$ cat config.mk
export PLATFORM = sky130hd
export DESIGN_NAME = security_controller
export DESIGN_NICKNAME = d
export VERILOG_FILES = /design/src/rtl/security_controller.sv
export SDC_FILE = /design/constraint.sdc
export NUM_CORES = 1
export LEC_CHECK = 0
export CAP_MARGIN = 20
export CELL_PAD_IN_SITES_DETAIL_PLACEMENT = 1
export CELL_PAD_IN_SITES_GLOBAL_PLACEMENT = 2
export CORE_MARGIN = 2
export CORE_UTILIZATION = 23
export CTS_BUF_LIST = sky130_fd_sc_hd__clkbuf_2 sky130_fd_sc_hd__clkbuf_4 sky130_fd_sc_hd__clkbuf_8
export CTS_CLUSTER_SIZE = 10
export DETAILED_ROUTE_END_ITERATION = 10
export HOLD_SLACK_MARGIN = 0.05
export PLACE_DENSITY = 0.71
export SETUP_SLACK_MARGIN = 0.15
export SLEW_MARGIN = 15
export SYNTH_ARGS = -nofsm -noshare
export SYNTH_HDL_FRONTEND = slang
export SYNTH_SLANG_ARGS = --single-unit
$ cat constraint.sdc
create_clock -name clk -period 3.3 [get_ports clk]
set_input_delay 0.99 -clock clk [delete_from_list [all_inputs] [get_ports clk]]
set_output_delay 0.99 -clock clk [all_outputs]
set_load 0.005 [all_outputs]
$ cat src/rtl/security_controller.sv
// Keypad security controller: passcode-gated arm/disarm, entry delay on sensor
// trip, wrong-code lockout, and passcode change with a timed display.
module security_controller #(
  parameter int ENTRY_DELAY = 8,
  parameter int SHOW_CYCLES = 16,
  parameter int MAX_FAILS   = 3
) (
  input  logic       clk,
  input  logic       reset,
  input  logic [3:0] code,
  input  logic       enter,
  input  logic       req_stay,
  input  logic       req_away,
  input  logic       req_reset,
  input  logic       req_show,
  input  logic       door,
  input  logic       motion,
  output logic [2:0] mode,
  output logic [3:0] msg,
  output logic       alarm
);

  localparam int TMAX = (ENTRY_DELAY > SHOW_CYCLES) ? ENTRY_DELAY : SHOW_CYCLES;
  localparam int TW   = $clog2(TMAX + 1);
  localparam int FW   = $clog2(MAX_FAILS + 1);

  localparam logic [TW-1:0] ENTRY_LOAD = TW'(ENTRY_DELAY - 1);
  localparam logic [TW-1:0] SHOW_LOAD  = TW'(SHOW_CYCLES - 1);
  localparam logic [FW-1:0] FAIL_LIMIT = FW'(MAX_FAILS);

  typedef enum logic [2:0] {
    UNARM, ARMS, ARMA, RESET, SHOW, ALARM, ENTRY_S, ENTRY_A
  } state_t;

  state_t        state, state_n;
  logic [3:0]    passcode, passcode_n;
  logic [TW-1:0] timer, timer_n;
  logic [FW-1:0] fails, fails_n;
  logic [FW-1:0] fails_inc;
  logic          match, miss, counting, lockout;

  assign match     = enter && (code == passcode);
  assign miss      = enter && (code != passcode);
  assign counting  = state inside {UNARM, ARMS, ARMA, ENTRY_S, ENTRY_A};
  assign fails_inc = (fails == FAIL_LIMIT) ? fails : fails + 1'b1;
  // The miss that brings the counter to the limit trips the alarm on the same edge.
  assign lockout   = miss && counting && (fails_inc == FAIL_LIMIT);

  function automatic logic [2:0] mode_of(input state_t s);
    case (s)
      UNARM:   mode_of = 3'b000;
      ARMS:    mode_of = 3'b001;
      ARMA:    mode_of = 3'b010;
      RESET:   mode_of = 3'b011;
      SHOW:    mode_of = 3'b100;
      ALARM:   mode_of = 3'b101;
      ENTRY_S: mode_of = 3'b001;
      ENTRY_A: mode_of = 3'b010;
      default: mode_of = 3'b000;
    endcase
  endfunction

  always_comb begin
    state_n    = state;
    passcode_n = passcode;
    timer_n    = timer;
    fails_n    = fails;

    if (counting && match)     fails_n = '0;
    else if (counting && miss) fails_n = fails_inc;

    case (state)
      UNARM: begin
        if (match) begin
          if (req_reset)     state_n = RESET;
          else if (req_away) state_n = ARMA;
          else if (req_stay) state_n = ARMS;
          else if (req_show) begin
            state_n = SHOW;
            timer_n = SHOW_LOAD;
          end
        end else if (lockout) begin
          state_n = ALARM;
        end
      end
      ARMS: begin
        if (match)        state_n = UNARM;
        else if (lockout) state_n = ALARM;
        else if (door) begin
          state_n = ENTRY_S;
          timer_n = ENTRY_LOAD;
        end
      end
      ARMA: begin
        if (match)        state_n = UNARM;
        else if (lockout) state_n = ALARM;
        else if (door || motion) begin
          state_n = ENTRY_A;
          timer_n = ENTRY_LOAD;
        end
      end
      ENTRY_S, ENTRY_A: begin
        if (match)              state_n = UNARM;
        else if (lockout)       state_n = ALARM;
        else if (timer == '0)   state_n = ALARM;
        else                    timer_n = timer - 1'b1;
      end
      ALARM: begin
        if (match) state_n = UNARM;
      end
      RESET: begin
        if (enter) begin
          passcode_n = code;
          state_n    = SHOW;
          timer_n    = SHOW_LOAD;
        end
      end
      SHOW: begin
        if (enter || timer == '0) state_n = UNARM;
        else                      timer_n = timer - 1'b1;
      end
      default: state_n = UNARM;
    endcase

    if (state_n == UNARM && state != UNARM) fails_n = '0;
  end

  always_ff @(posedge clk) begin
    if (reset) begin
      state    <= UNARM;
      passcode <= '0;
      timer    <= '0;
      fails    <= '0;
      mode     <= '0;
      msg      <= '0;
      alarm    <= 1'b0;
    end else begin
      state    <= state_n;
      passcode <= passcode_n;
      timer    <= timer_n;
      fails    <= fails_n;
      mode     <= mode_of(state_n);
      msg      <= (state_n == SHOW) ? passcode_n : '0;
      alarm    <= (state_n == ALARM);
    end
  end

endmodule
# Yosys cells after proc, flatten, opt, wreduce, memory -nomap -nowiden
# Memories as Yosys holds them, arrays and structs flattened. A register that Yosys moved wholly into a read port is not among the register bits.
# Index checks and enable logic that the tools add are counted.
[classes] reduce_logical=18 n_mux=39 shifts=0 n_bitwise=1 n_eq_ne=29 div_mod_pow=0 addsub=2 magnitude_cmp=0 multipliers=0
[op_table] operator="two-way mux 5 bit" count=16
[op_table] operator="two-way mux 3 bit" count=18
[op_table] operator="inequality test 2 bit (second input constant)" count=15
[op_table] operator="case mux 5 bit (6 select lines)" count=1
[op_table] operator="case mux 3 bit (7 select lines)" count=1
[op_table] operator="== test 3 bit (second input constant)" count=6
[op_table] operator="AND reduction 17 bit" count=1
[op_table] operator="two-way mux 4 bit" count=2
[op_table] operator="== test 3 x 2 -> 1 bit (second input constant)" count=2
[op_table] operator="logical AND 1 bit" count=6
[op_table] operator="zero test 3 bit" count=2
[op_table] operator="nonzero test 6 bit" count=1
[op_table] operator="zero test 5 bit" count=1
[op_table] operator="nonzero test 5 bit" count=1
[op_table] operator="subtractor 5 x 1 -> 5 bit (second input constant)" count=1
[op_table] operator="== test 2 bit (second input constant)" count=2
[op_table] operator="== test 4 bit" count=1
[op_table] operator="inequality test 4 bit" count=1
[op_table] operator="OR reduction 2 bit" count=2
[op_table] operator="== test 3 x 1 -> 1 bit (second input constant)" count=1
[op_table] operator="nonzero test 3 bit" count=1
[op_table] operator="OR reduction 3 bit" count=1
[op_table] operator="adder 2 x 1 -> 2 bit (second input constant)" count=1
[op_table] operator="logical OR 1 bit" count=2
[op_table] operator="3 further kinds" count=3
[word_totals] input_bits=13 ff_bits=19 mem_count=1 elab_cells=96 latchBits=0 ramBits=0 romBits=24
[mem_list] name="(no name shown)" depth=8 word_bits=3 read_ports=1 rd_clocked_by_memory_dff=1 write_ports=0 line_no="50" source="case (s)"

# Logic depth before layout (Yosys ltp)
# Gate-level depths: netlist of the first run.
[logic_depth] ltp_word=10 ltp_mapped=11 depth_no_buf=11

# Worst setup path before layout of the first run
# No wires, ideal clock.
[synth_path] kind="input port to flip-flop" start="in code[1]" end="reg mode[1]" stages=9 setup_slack_ns=0.320 setup_ns=0.116 path_buffers=0 t_arrival_ns=2.864 cell_sequence="xor2_1 -> nor4_2 -> a21oi_1 -> a211oi_1 -> inv_1 -> ha_1 -> nand2_1 -> a2111oi_0 -> a31o_2"
[synth_between] elab_chain_len=7
[synth_lines] item="start: declaration" line_no="10" source="input logic [3:0] code,"
[synth_lines] item="inequality test 4 bit" line_no="43" source="assign miss = enter && (code != passcode);"
[synth_lines] item="logical AND 1 bit" line_no="43"
[synth_lines] item="logical AND 1 bit (2 in a row)" line_no="47" source="assign lockout = miss && counting && (fails_inc == FAIL_LIMIT);"
[synth_lines] item="two-way mux 3 bit, on equally long branches (2 in a row)"
[synth_lines] item="case mux 3 bit (7 select lines) *" line_no="72" source="case (state)"
[synth_lines] item="net state_n[0]" line_no="35" source="state_t state, state_n;"
[synth_lines] item="end: declaration" line_no="18" source="output logic [2:0] mode,"
# Mark *: on every way through the listed nets, which the timed path passes. The rest lies on a longest branch.
# A chain may end at the register's enable or synchronous reset.

# Final worst setup path of the first run
[layout_path] start="in code[1]" end="reg msg[3]"
[layout_between] elab_chain_len=10
[layout_lines] item="inequality test 4 bit" line_no="43"
[layout_lines] item="logical AND 1 bit" line_no="43"
[layout_lines] item="logical AND 1 bit (2 in a row)" line_no="47"
[layout_lines] item="two-way mux 3 bit, on equally long branches (2 in a row)"
[layout_lines] item="case mux 3 bit (7 select lines) *" line_no="72"
[layout_lines] item="== test 3 bit *" line_no="143" source="msg <= (state_n == SHOW) ? passcode_n : '0;"
[layout_lines] item="NOT 1 bit (no line) *"
[layout_lines] item="OR reduction 2 bit (no line) *"
[layout_lines] item="end signal: assignment" line_no="143"
[layout_lines] item="end: declaration" line_no="19" source="output logic [3:0] msg,"
# Mark *: on every way between the ends. The rest lies on a longest branch, timed or not.

==> flow_summary.yaml, run 1 <==
detailed_routing:
  dr.pass1.iters: 4
  vias: 1401
  first_iter_violations: 30
  wl_per_cell_um: 15.12
  drt_wl_total_um: 4174
  drt-vias-per-instance: 5.076
  postRouteAntennaNets: 0
  drc_errors: 0
critical_path:
  crit_arrival_ns: 3.22
  r2r_slack_ns: 0.74
  critPathRequiredTime_ns: 3.48
  worst-path-max-fanout: 5
  worstReg2RegStart: "state[1]"
  cp-start-kind: "input port"
  criticalPathCategory: "in -> reg"
  r2r_end: "mode[1]"
  endpoint_kind: "register"
  reg2reg_depth: 9
sta:
  fin_worst_skew_ns: 0.003483
  setup_ws_ns: 0.2636
  final.period_utilization_pct: 92.01
  layout_min_cycle_time_ns: 3.036
  fmax_ghz: 0.3293
  drv_slew: 0
  setup_viol: 0
  rsz0062_at_grt: "no"
  tightest_slew_ns: 0.6564
  relSlewSlack_pct: 56.18
  hold_viol: 0
synth:
  synth-main-ff-cell: "dfxtp_1"
  synth_area_um2: 1453
  yosys.area.top_type: "dfxtp_1"
  synth-seq-cells: 22
  async_flop_share_pct: 0
  synth_top_area_share_pct: 30.32
  synth_cells: 173
  synth_edf_count: 0
  yosys_warnings: 0
  syn-num-nets: 191
  synth_area_leaders: "dfxtp_1 (30%), ha_1 (4.3%), nor4b_2 (4.1%)"
  synth_seq_area_share_pct: 30.32
  synth_area_per_cell_um2: 8.397
  synth_cell_type_count: 50
floorplanning:
  initial_core_util_pct: 24.11
  pin_count: 21
  die_area_um2: 6967
  die_h_um: 83.47
  std_cell_rows: 28
  die_width_um: 83.47
  core_area_um2: 6026
power:
  ir_drop_v: 0.0001845
  p_leak_nw: 0.7543
  finalPower_w: 0.001072
  powerDensity_nw_per_um2: 568.2
global_routing:
  grt_max_degree: 23
  grt_pass1_wl_um: 6837
  grt_pass1_vias: 1367
  grt_use_total_pct: 11.86
  grt_antenna_before_repair: 0
  overflow: 0
placement:
  io_buffer_count: 20
  pre_cts_ws_ns: -0.09721
  place.detailed.hpwl_um: 3099
  place.gp.congestion: 0.7518
  dp_cells: 272
cells_and_area:
  drive_gt1_share_pct: 15.92
  insertedDiodeCount: 0
  layout.cells.non_filler: 276
  syn_to_final_growth_pct: 29.89
  fin_nets: 220
  n_fill_cell: 726
hold_path:
  hp-class: "reg -> reg"
  hold_path.startpoint: "timer[0]"
  whs_path_depth: 1
  whs_endpoint: "timer[0]"
clock_network:
  ctsResizeCount: 0
  cts.sinks: 22
  clk_latency_ns: 0.26
  clk_path_buf_depth: 2
  cts_max_level: 1
  postCtsSetupBuffers: 0
  cts_tree: "yes"
  cts.clk_slew.worst_paths_ns: 0.08
  cts-root-buf: "clkbuf_8"
  cts_buffers: 3
  cts_hold_buf: 0
run:
  maxCapViolCount: 0
outcome:
  status: "completed"
==> critical path: stages <==
cell and delay, ns:
clkdlybuf4s50_1 0.44, xor2_1 0.19, or4_1 0.57, o21a_1 0.23, a211o_1 0.37, buf_4 0.19, nor4b_2 0.23
==> per-layer routing <==
| layer | track usage (%) | part of all wire [%] |
|---|---|---|
| met5 | 0 | 0 |
| met4 | 3.079 | 0.65 |
| met1 | 17.32 | 52 |
| met3 | 1.879 | 3.0 |
| met2 | 18.11 | 44 |
==> cells in the mapped netlist, types with 5 or more instances <==
cell type / instances
ha_1: 5
dfxtp_1: 22
nand2_1: 10
clkbuf_1: 5
nand2b_1: 7
nor3_1: 6
a21oi_1: 5
inv_1: 8
nor2_1: 13
==> where the power goes <==
part / switching (W) / internal (W)
clock: 0.0000913 / 0.000162
combinational: 0.000239 / 0.000224
sequential: 0.0000540 / 0.000302
==> cells in the final DEF (no fill, tap or decap), drive strengths merged, types with 5 or more instances in the layout <==
cell           count
dfxtp             22
nor2              13
inv                8
clkdlybuf4s50     20
nand2b             7
a21oi              5
ha                 5
nor3               6
nor4b              5
buf               16
nand2             10
==> stage by stage <==
| step | utilization, % | TNS (ns) | hold slack, ns | cell area, um2 |
|---|---|---|---|---|
| finish | 31.31 | 0 | 0.5242 | 1887 |
| global route | 31.31 | 0 | 0.5515 | 1887 |
| CTS | 31.23 | 0 | 0.5210 | 1882 |
| detailed placement | 30.05 | -0.2408 | 0.4999 | 1810 |
| global placement | 30.05 | -0.1540 | 0.4937 | 1810 |
| floorplan | - | 0 | 0.4624 | 1453 |
==> state kept, by name, indices dropped and copies added, names as in the netlist <==
name / cells
passcode: 4
alarm: 1
mode: 3
state: 3
fails: 2
timer: 5
msg: 4
==> how the worst max path moves through the flow <==
stage             from  slack (ns)  endpoint  cells after the start
5_1_grt        code[1]        0.15    msg[3]                      7
2_1_floorplan  code[1]        0.32   mode[1]                      9
4_1_cts           door        0.17   mode[1]                     10
6_report       code[1]        0.26    msg[3]                      7
3_5_place_dp      door        -0.1   mode[1]                     10
3_3_place_gp      door       -0.04   mode[1]                     10
==> logic make-up after synthesis <==
group           share of synthesized area, %
simple gates                           30.58
buf+inv                                5.943
xor+xnor                               3.618
flops                                  30.32
fa+ha+maj                              4.307
compound gates                         22.48
mux                                    2.756
==> final cells by class <==
| class | count | area, um2 | share of cell area, % |
|---|---|---|---|
| multi-input combinational | 131 | 930.9 | 49.34 |
| sequential | 22 | 440.4 | 23.34 |
| timing repair buffer | 36 | 320.3 | 16.98 |
| tap | 75 | 93.84 | 4.973 |
| clock buffer | 3 | 41.29 | 2.188 |
| clock inverter | 1 | 30.03 | 1.592 |
| inverter | 8 | 30.03 | 1.592 |
(Power assumes the default switching activity.)
==> inputs of run 2 (changes only) <==
--- a/config.mk
+++ b/config.mk
@@ -20,3 +20,4 @@
 export SYNTH_ARGS = -nofsm -noshare
 export SYNTH_HDL_FRONTEND = slang
 export SYNTH_SLANG_ARGS = --single-unit
+export TNS_END_PERCENT = 100
==> constraint.sdc (replaced) <==
create_clock -name clk -period 3.8 [get_ports clk]
set_input_delay 1.14 -clock clk [delete_from_list [all_inputs] [get_ports clk]]
set_output_delay 1.14 -clock clk [all_outputs]
set_load 0.005 [all_outputs]
==> flow_summary.yaml, run 2 (same netlist as run 1, synthesis figures left out) <==
sta:
  final.period_utilization_pct: 87.01
  relSlewSlack_pct: 56.32
  fin_worst_skew_ns: 0.002218
  setup_viol: 0
  fmax_ghz: 0.3025
  layout_min_cycle_time_ns: 3.306
  rsz0062_at_grt: "no"
  hold_viol: 0
  drv_slew: 0
  tightest_slew_ns: 0.6542
  setup_tns_ns: 0
global_routing:
  overflow: 0
  grt_pass1_vias: 1445
  grt_use_total_pct: 12.90
  grt_pass1_wl_um: 7341
  grt_max_degree: 23
  grt_antenna_before_repair: 0
cells_and_area:
  syn_to_final_growth_pct: 26.44
  drive_gt1_share_pct: 12.82
  mostFrequentLayoutCells: "dfxtp_1 (22), clkdlybuf4s50_1 (20), nor2_1 (13)"
  seq_area_um2: 440.4
  largestRegisters: "timer: 5 flops, msg: 4 flops, passcode: 4 flops"
  fin_nets: 214
  top_register: "timer"
  insertedDiodeCount: 0
  largest_reg_flops: 5
  multiInputGateArea_um2: 925.9
  final_util_pct: 30.48
  final_common_cell: "dfxtp_1"
  n_fill_cell: 720
  layout.cells.non_filler: 270
detailed_routing:
  wl_per_cell_um: 15.56
  dr.pass1.iters: 4
  first_iter_violations: 96
  drc_errors: 0
  vias: 1379
  drt_wl_total_um: 4201
  postRouteAntennaNets: 0
  drt-vias-per-instance: 5.107
clock_network:
  cts_tree: "yes"
  ctsResizeCount: 0
  postCtsSetupBuffers: 0
  cts-root-buf: "clkbuf_8"
  cts.clk_slew.worst_paths_ns: 0.09
  clk_latency_ns: 0.27
  cts_buffers: 3
  cts_max_level: 1
  clk_path_buf_depth: 2
  cts_hold_buf: 0
  cts.sinks: 22
critical_path:
  crit_arrival_ns: 3.49
  cp-start-kind: "input port"
  criticalPathCategory: "in -> reg"
  cpPeakStageDelay_ns: 0.55
  cp_cell_sequence: "clkdlybuf4s50_1, xor2_1, or4_1, o21a_1, a211o_1, a221oi_1"
  worstReg2RegStart: "state[0]"
  worstSetupStartpoint: "code[1]"
  endpoint_kind: "register"
  worst-path-max-fanout: 11
  critPathRequiredTime_ns: 3.98
  crit_slowest_cell: "or4_1"
placement:
  place.gp.congestion: 0.7658
  io_buffer_count: 20
  dp_cells: 266
  place.detailed.hpwl_um: 3098
floorplanning:
  std_cell_rows: 28
  core_area_um2: 6026
  initial_core_util_pct: 24.11
  die_width_um: 83.47
  die_h_um: 83.47
  die_area_um2: 6967
  pin_count: 21
power:
  ir_drop_v: 0.0001496
  powerDensity_nw_per_um2: 493.9
  p_leak_nw: 0.7264
hold_path:
  hold_path.startpoint: "timer[0]"
  hp-class: "reg -> reg"
outcome:
  status: "completed"
run:
  maxCapViolCount: 0
[run 2: cell count changes in the layout (fill, tap and decap cells not counted)]
cell	before	now
buf_4	16	10
a211oi_1	3	4
a211oi_2	1	0
[run 2: routing by layer]
layer,vias to the layer above,wire [um],GRT usage [%]
li1,693,-,-
met1,660,2247,19.01
met2,20,1756,18.91
met3,6,130,2.077
met4,0,66,4.545
met5,-,0,0
[run 2: path summary, 6_finish.rpt]
kind,to,slack (ns),cells past startpoint
worst min-delay path,timer[0],0.50,1
worst max register to register,mode[1],1.16,10
worst max-delay path,mode[0],0.49,6
worst min register to register,timer[0],0.50,1
[run 2: critical path: cells and delay by family]
kind / cells / cell delay (ns)
xor gates and xnor gates: 1 / 0.19
AOI/OAI and AO/OA: 3 / 1.15
and+or+nand+nor: 1 / 0.55
buffers and inverters: 1 / 0.44
[run 2: per-stage QoR]
| stage | area [um2] | power [W] | worst slack (ns) | hold slack, ns |
|---|---|---|---|---|
| 6_report | 1837 | 0.0009072 | 0.4937 | 0.5050 |
| 5_1_grt | 1837 | 0.0009755 | 0.3249 | 0.5255 |
| 4_1_cts | 1837 | 0.0009161 | 0.4982 | 0.5113 |
| 3_5_place_dp | 1765 | 0.0006840 | 0.2161 | 0.4960 |
| 3_3_place_gp | 1765 | 0.0006843 | 0.2151 | 0.4921 |
| 2_1_floorplan | 1453 | 0.0005519 | 0.6696 | 0.4624 |
[run 2: area by class of cell]
class / count / share of cell area [%]
Sequential cell: 22 / 23.98
Tap cell: 75 / 5.109
Inverter: 8 / 1.635
Clock inverter: 1 / 1.635
Timing Repair Buffer: 30 / 14.99
Clock buffer: 3 / 2.248
Multi-Input combinational cell: 131 / 50.41
[run 2: power breakdown]
part           leakage [nW]  internal (W)  switching [W]
registers             0.178      0.000262      0.0000449
logic                 0.512      0.000170       0.000201
clock network        0.0357      0.000141      0.0000876
